`config.mk`:
```
export PLATFORM = sky130hd
export DESIGN_NAME = mem_arbiter
export DESIGN_NICKNAME = d
export VERILOG_FILES = /design/src/rtl/mem_arb_pkg.sv /design/src/rtl/mem_arb_pick.sv /design/src/rtl/mem_arbiter.sv
export SDC_FILE = /design/constraint.sdc
export NUM_CORES = 1
export LEC_CHECK = 0
export BUFFER_PORTS_ARGS = -buffer_cell sky130_fd_sc_hd__buf_4
export CAP_MARGIN = 10
export CELL_PAD_IN_SITES_DETAIL_PLACEMENT = 1
export CELL_PAD_IN_SITES_GLOBAL_PLACEMENT = 1
export CORE_AREA = 2 2 132 134
export DETAILED_ROUTE_END_ITERATION = 10
export DIE_AREA = 0 0 134 136
export GPL_TIMING_DRIVEN = 0
export PLACE_DENSITY = 0.8
export SKIP_LAST_GASP = 1
export SLEW_MARGIN = 0
export SYNTH_ARGS = -nofsm -noshare
export SYNTH_HDL_FRONTEND = slang
export SYNTH_SLANG_ARGS = --single-unit
```
`constraint.sdc`:
```
create_clock -name clk -period 5.5 [get_ports clk]
set_input_delay 1.1 -clock clk [delete_from_list [all_inputs] [get_ports clk]]
set_output_delay 1.1 -clock clk [all_outputs]
set_load 0.05 [all_outputs]
```
`src/rtl/mem_arb_pkg.sv`:
```
// Shared types and constants for the unified-memory arbiter between the
// fetch stage and the memory stage.
package mem_arb_pkg;

    // Wide enough for wait and starvation counts up to 15.
    localparam int CNT_W = 4;

    typedef enum logic [1:0] {
        IDLE   = 2'd0,
        ACC_IF = 2'd1,
        ACC_D  = 2'd2
    } state_t;

    typedef enum logic [1:0] {
        GNT_NONE = 2'd0,
        GNT_IF   = 2'd1,
        GNT_D    = 2'd2
    } grant_t;

    // dmem_SEL access encodings, shared with the data memory.
    localparam logic [2:0] MODE_B  = 3'b000;
    localparam logic [2:0] MODE_H  = 3'b001;
    localparam logic [2:0] MODE_W  = 3'b010;
    localparam logic [2:0] MODE_BU = 3'b100;
    localparam logic [2:0] MODE_HU = 3'b101;

    function automatic logic [CNT_W-1:0] sat_inc(input logic [CNT_W-1:0] value,
                                                  input logic [CNT_W-1:0] limit);
        return (value >= limit) ? limit : value + 1'b1;
    endfunction

endpackage

```
`src/rtl/mem_arb_pick.sv`:
```
// Combinational grant selection: data first, unless a waiting fetch has
// been passed over STARVE_MAX times in a row.
module mem_arb_pick
    import mem_arb_pkg::*;
#(
    parameter int STARVE_MAX = 4
) (
    input  logic             if_req,
    input  logic             d_req,
    input  logic             flush_F,
    input  logic [CNT_W-1:0] starve_cnt,
    output grant_t           grant,
    output logic [CNT_W-1:0] starve_next
);

    localparam logic [CNT_W-1:0] SMAX = CNT_W'(STARVE_MAX);

    logic if_ok;
    logic force_if;

    assign if_ok    = if_req & ~flush_F;
    assign force_if = if_ok & (starve_cnt == SMAX);

    // A flushed fetch cannot win, so a starved-but-flushed fetch yields to data.
    always_comb begin
        grant       = GNT_NONE;
        starve_next = starve_cnt;
        if (d_req && !force_if) begin
            grant       = GNT_D;
            starve_next = if_req ? sat_inc(starve_cnt, SMAX) : '0;
        end else if (if_ok) begin
            grant       = GNT_IF;
            starve_next = '0;
        end
    end

endmodule

```
`src/rtl/mem_arbiter.sv`:
```
// Shares one single-port unified memory between instruction fetch and the
// memory stage; each access takes MEM_LAT cycles (legal range 1..15).
module mem_arbiter
    import mem_arb_pkg::*;
#(
    parameter int ADDR_W     = 32,
    parameter int DATA_W     = 32,
    parameter int MEM_LAT    = 2,
    parameter int STARVE_MAX = 4
) (
    input  logic              clk,
    input  logic              reset,
    input  logic              if_req,
    input  logic [ADDR_W-1:0] if_addr,
    input  logic              flush_F,
    output logic [DATA_W-1:0] if_rdata,
    output logic              if_valid,
    output logic              stall_F,
    input  logic              d_req,
    input  logic              d_we,
    input  logic [2:0]        d_mode,
    input  logic [ADDR_W-1:0] d_addr,
    input  logic [DATA_W-1:0] d_wdata,
    output logic [DATA_W-1:0] d_rdata,
    output logic              d_valid,
    output logic              stall_M,
    output logic [ADDR_W-1:0] mem_addr,
    output logic [DATA_W-1:0] mem_wdata,
    output logic              mem_we,
    output logic [2:0]        mem_mode,
    input  logic [DATA_W-1:0] mem_rdata,
    output logic              busy
);

    localparam logic [CNT_W-1:0] LAT_LOAD = CNT_W'(MEM_LAT - 1);

    state_t            state;
    state_t            state_next;
    grant_t            grant;
    logic [CNT_W-1:0]  wait_cnt;
    logic [CNT_W-1:0]  starve_cnt;
    logic [CNT_W-1:0]  starve_next;
    logic [ADDR_W-1:0] lat_addr;
    logic [DATA_W-1:0] lat_wdata;
    logic              lat_we;
    logic [2:0]        lat_mode;
    logic              fetch_killed;
    logic              last_cycle;
    logic              take_grant;

    assign last_cycle = (wait_cnt == '0);
    assign take_grant = (state == IDLE) && (grant != GNT_NONE);

    mem_arb_pick #(
        .STARVE_MAX (STARVE_MAX)
    ) u_pick (
        .if_req      (if_req),
        .d_req       (d_req),
        .flush_F     (flush_F),
        .starve_cnt  (starve_cnt),
        .grant       (grant),
        .starve_next (starve_next)
    );

    always_ff @(posedge clk or posedge reset) begin
        if (reset) begin
            state <= IDLE;
        end else begin
            state <= state_next;
        end
    end

    // mem_we is decoded from state so an asynchronous reset removes it at once.
    always_comb begin
        state_next = state;
        busy       = 1'b0;
        mem_we     = 1'b0;
        unique case (state)
            IDLE: begin
                if (grant == GNT_D) begin
                    state_next = ACC_D;
                end else if (grant == GNT_IF) begin
                    state_next = ACC_IF;
                end
            end
            ACC_IF: begin
                busy = 1'b1;
                if (last_cycle) begin
                    state_next = IDLE;
                end
            end
            ACC_D: begin
                busy   = 1'b1;
                mem_we = lat_we & last_cycle;
                if (last_cycle) begin
                    state_next = IDLE;
                end
            end
            default: state_next = IDLE;
        endcase
    end

    // The winner's request is frozen here so requesters may change their
    // inputs freely while the access is in flight.
    always_ff @(posedge clk or posedge reset) begin
        if (reset) begin
            lat_addr   <= '0;
            lat_wdata  <= '0;
            lat_we     <= 1'b0;
            lat_mode   <= '0;
            wait_cnt   <= '0;
            starve_cnt <= '0;
        end else if (take_grant) begin
            starve_cnt <= starve_next;
            wait_cnt   <= LAT_LOAD;
            if (grant == GNT_D) begin
                lat_addr  <= d_addr;
                lat_wdata <= d_wdata;
                lat_we    <= d_we;
                lat_mode  <= d_mode;
            end else begin
                lat_addr  <= if_addr;
                lat_wdata <= '0;
                lat_we    <= 1'b0;
                lat_mode  <= MODE_W;
            end
        end else if (state != IDLE && !last_cycle) begin
            wait_cnt <= wait_cnt - 1'b1;
        end
    end

    // A flush seen in any cycle of a fetch access cancels its result.
    always_ff @(posedge clk or posedge reset) begin
        if (reset) begin
            fetch_killed <= 1'b0;
        end else if (state == IDLE) begin
            fetch_killed <= 1'b0;
        end else if (state == ACC_IF && flush_F) begin
            fetch_killed <= 1'b1;
        end
    end

    always_ff @(posedge clk or posedge reset) begin
        if (reset) begin
            if_rdata <= '0;
            if_valid <= 1'b0;
            d_rdata  <= '0;
            d_valid  <= 1'b0;
        end else begin
            if_valid <= 1'b0;
            d_valid  <= 1'b0;
            if (last_cycle && state == ACC_IF && !fetch_killed && !flush_F) begin
                if_rdata <= mem_rdata;
                if_valid <= 1'b1;
            end
            if (last_cycle && state == ACC_D) begin
                d_valid <= 1'b1;
                if (!lat_we) begin
                    d_rdata <= mem_rdata;
                end
            end
        end
    end

    assign mem_addr  = lat_addr;
    assign mem_wdata = lat_wdata;
    assign mem_mode  = lat_mode;

    assign stall_F = if_req & ~if_valid & ~flush_F;
    assign stall_M = d_req & ~d_valid;

endmodule

```
==> metrics.md <==
| Metric | Value |
|---|---|
| Setup crit end kind | output pin |
| Initial antenna violation count | 0 |
| Vias per cell | 5.13 |
| CP cell instances | clkbuf_1 > inv_1 > nor2_1 > buf_4 |
| Min Hold Slack | 0.504 ns |
| Synth Area per Inst | 13.4 µm² |
| Setup Viol. Count Final | 0 |
| Die height | 136 µm |
| Hold Crit Class | reg2reg |
| Final WL | 19200 µm |
| Cell Rows | 48 |
| Main synth FF type | dfrtp_1 |
| Post-Synthesis Cells | 441 |
| Wire length per cell | 19.8 µm |
| Slew headroom | 48.9% |
| Flops & latches, synth | 145 |
| Hold-fix buffers, CTS | 0 |
| Routed Antenna Nets | 0 |
| Drc violations | 0 |
| Post-route non-filler standard cell count | 971 |
| Root Driver | clkbuf_16 |
| Final net count | 876 |
| Largest net degree at the start of global routing | 96 |
| Max Fanout on Critical Path | 9 |
| Run status | finished clean |
| Post-synthesis async set-or-reset flop share | 100% |
| Number of max-cap violations | 0 |
| Gr ovfl total | 0 |
| Final Cycle Share | 56.8% |
| H-tree levels | 4 |
| Postcts setup bufs | 0 |
| Startpoint types | primary input |
| VDD IR max | 0.372 mV |
| Setup Skew | 0.00672 ns |
| Filler cells | 1769 |
| # IOs | 274 |
| Power per cell area | 728 nW/µm² |
| Warnings from Yosys | 0 |
| Commonest non-fill, non-tap cells in the layout | 272 x buf_4, 145 x dfrtp_1, 64 x mux2_2, 36 x a22o_1 |
| Initial Util | 35.0% |
| Worst-Margin Slew | 0.761 ns |
| Family with the most delay on the worst path | buffers and inverters |
| First-iteration detailed-routing DRC count | 181 |
| First-pass GRT wire length | 30000 µm |
| RSZ-0062 raised after global routing | false |
| Post-synth net total | 584 |
| Max-slew violation count | 0 |
| Area grow syn2layout | 50.6% |
| CP max-delay cell | clkbuf_1 |
| Req. time, crit path | 4.40 ns |
| Seq/Total Area, Yosys | 61.4% |
| Hold Fails Final Rpt | 0 |
| CTS Buffer Depth | 2 |
| Crit path DAT | 2.03 ns |
| Port Buffers | 272 |
| Max incr delay on CP | 0.37 ns |
| Die area | 18200 µm² |
| Share of cells above drive strength 1 | 52.4% |
| Total GRT Usage | 21.4% |
| Routability cong. | 0.842 |
| Clk sinks | 145 |
| Synthesized area | 5910 µm² |
| Core area | 16900 µm² |
| Inst Count DP | 939 |
| First-pass iteration count of the detailed router | 4 |
| Min Clock Period, post-route | 3.13 ns |
| Largest cells by area after synthesis | dfrtp_1 61%, mux2_2 12%, a221o_1 5.4%, a22o_1 5.3%, a21oi_1 3.0% |
| Clock Pin Slew Worst Setup and Hold Paths | 0.06 ns |
| CTS buffer count | 17 |
| Most common cell after layout, fill and taps aside | buf_4 |
| Post-synth top area share | 61.4% |
| Clk_lat worst skew | 0.42 ns |
| CP bufs+invs | 3 |
| Leak | 4.47 nW |
| DR vias | 4980 |
| CTS tree | yes |
| Post-synth EDFFs | 0 |
| Vias in the first global route | 5441 |
| Area occupied by registers | 3630 µm² |
| Fmax | 320 MHz |
| Resize count post-CTS | 0 |
| Die Wd | 134 µm |
| Antenna cells | 0 |
| Final HPWL DP | 14100 µm |
| Multi-input logic area | 2060 µm² |
| Yosys top cell by area | dfrtp_1 |
| CP Class | in2out |
| Synth cell types | 38 |
[where the power goes]
part           switching (mW)  leakage [nW]  internal [mW]
Combinational            2.29          2.33           1.14
Sequential              0.280          1.83           1.52
Clock                   0.483         0.306          0.765
Total                    3.05          4.47           3.42
[cell families (layout without fill, tap and decap cells)]
group	count (synthesis)	in the layout	share of synthesized area, %
and+or+nand+nor	59	59	5.59
DFF	145	145	61.4
muxes	65	65	12.4
adders and majority gates	6	6	1.27
AOI/OAI and AO/OA	118	118	15.6
buffers and inverters	48	353	3.73
[layout make-up]
cell class / count / area share (%)
Buffer: 36 / 1.97
Clock buffer: 17 / 4.78
Multi-Input combinational cell: 248 / 23.1
Tap cell: 225 / 3.17
Clock inverter: 15 / 2.31
Sequential cell: 145 / 40.8
Inverter: 12 / 0.563
Timing Repair Buffer: 273 / 23.3
[stage by stage]
step	instance area (µm²)	setup WS (ns)	utilization (%)	TNS, ns	power [mW]
after floorplan	5910	0.505	-	0	4.12
after global placement	8230	-0.993	48.8	-142.78	5.16
after detailed placement	8260	2.35	49.0	0	5.26
after CTS	8890	2.34	52.7	0	6.54
after global routing	8890	2.26	52.7	0	6.78
final	8890	2.37	52.7	0	6.48
[routing by layer]
layer / track usage, % / wire [µm]
met1: 25.5 / 7660
met2: 38.1 / 10000
met3: 4.74 / 1120
met4: 7.74 / 393
met5: 0 / 0
[Yosys cell counts, types with 2 or more instances]
library cell / n
a21oi_1: 35
a221o_1: 32
a22o_1: 36
a22oi_1: 2
and2_1: 2
buf_1: 2
buf_2: 14
buf_6: 3
clkbuf_1: 17
dfrtp_1: 145
ha_1: 6
inv_1: 12
mux2_2: 64
nand2_1: 2
nand3_1: 35
nor2_1: 7
o21ai_0: 3
o2bb2ai_1: 2
or3_1: 3
[registers in the layout (all words and copies together), names as in the netlist]
name,cells
mem_wdata,32
mem_addr,32
if_rdata,32
fetch_killed,1
d_valid,1
mem_mode,3
if_valid,1
d_rdata,32
starve_cnt,4
state,2
wait_cnt,4
lat_we,1
[path summary, 6_finish.rpt]
path                                              to  cells past startpoint  slack [ns]                       from
max reg2reg                 mem_addr[22]$_DFFE_PP0P_                      6        3.06       state[1]$_DFFE_PP0P_
min                        mem_wdata[29]$_DFFE_PP0P_                      1        0.50  mem_wdata[29]$_DFFE_PP0P_
max in group asynchronous   mem_addr[28]$_DFFE_PP0P_                      3        3.95                      reset
min reg2reg                mem_wdata[29]$_DFFE_PP0P_                      1        0.50  mem_wdata[29]$_DFFE_PP0P_
min in group asynchronous     d_rdata[0]$_DFFE_PP0P_                      2        0.73                      reset
max                                          stall_M                      4        2.37                      d_req
Power figures use the tool's default switching activity.
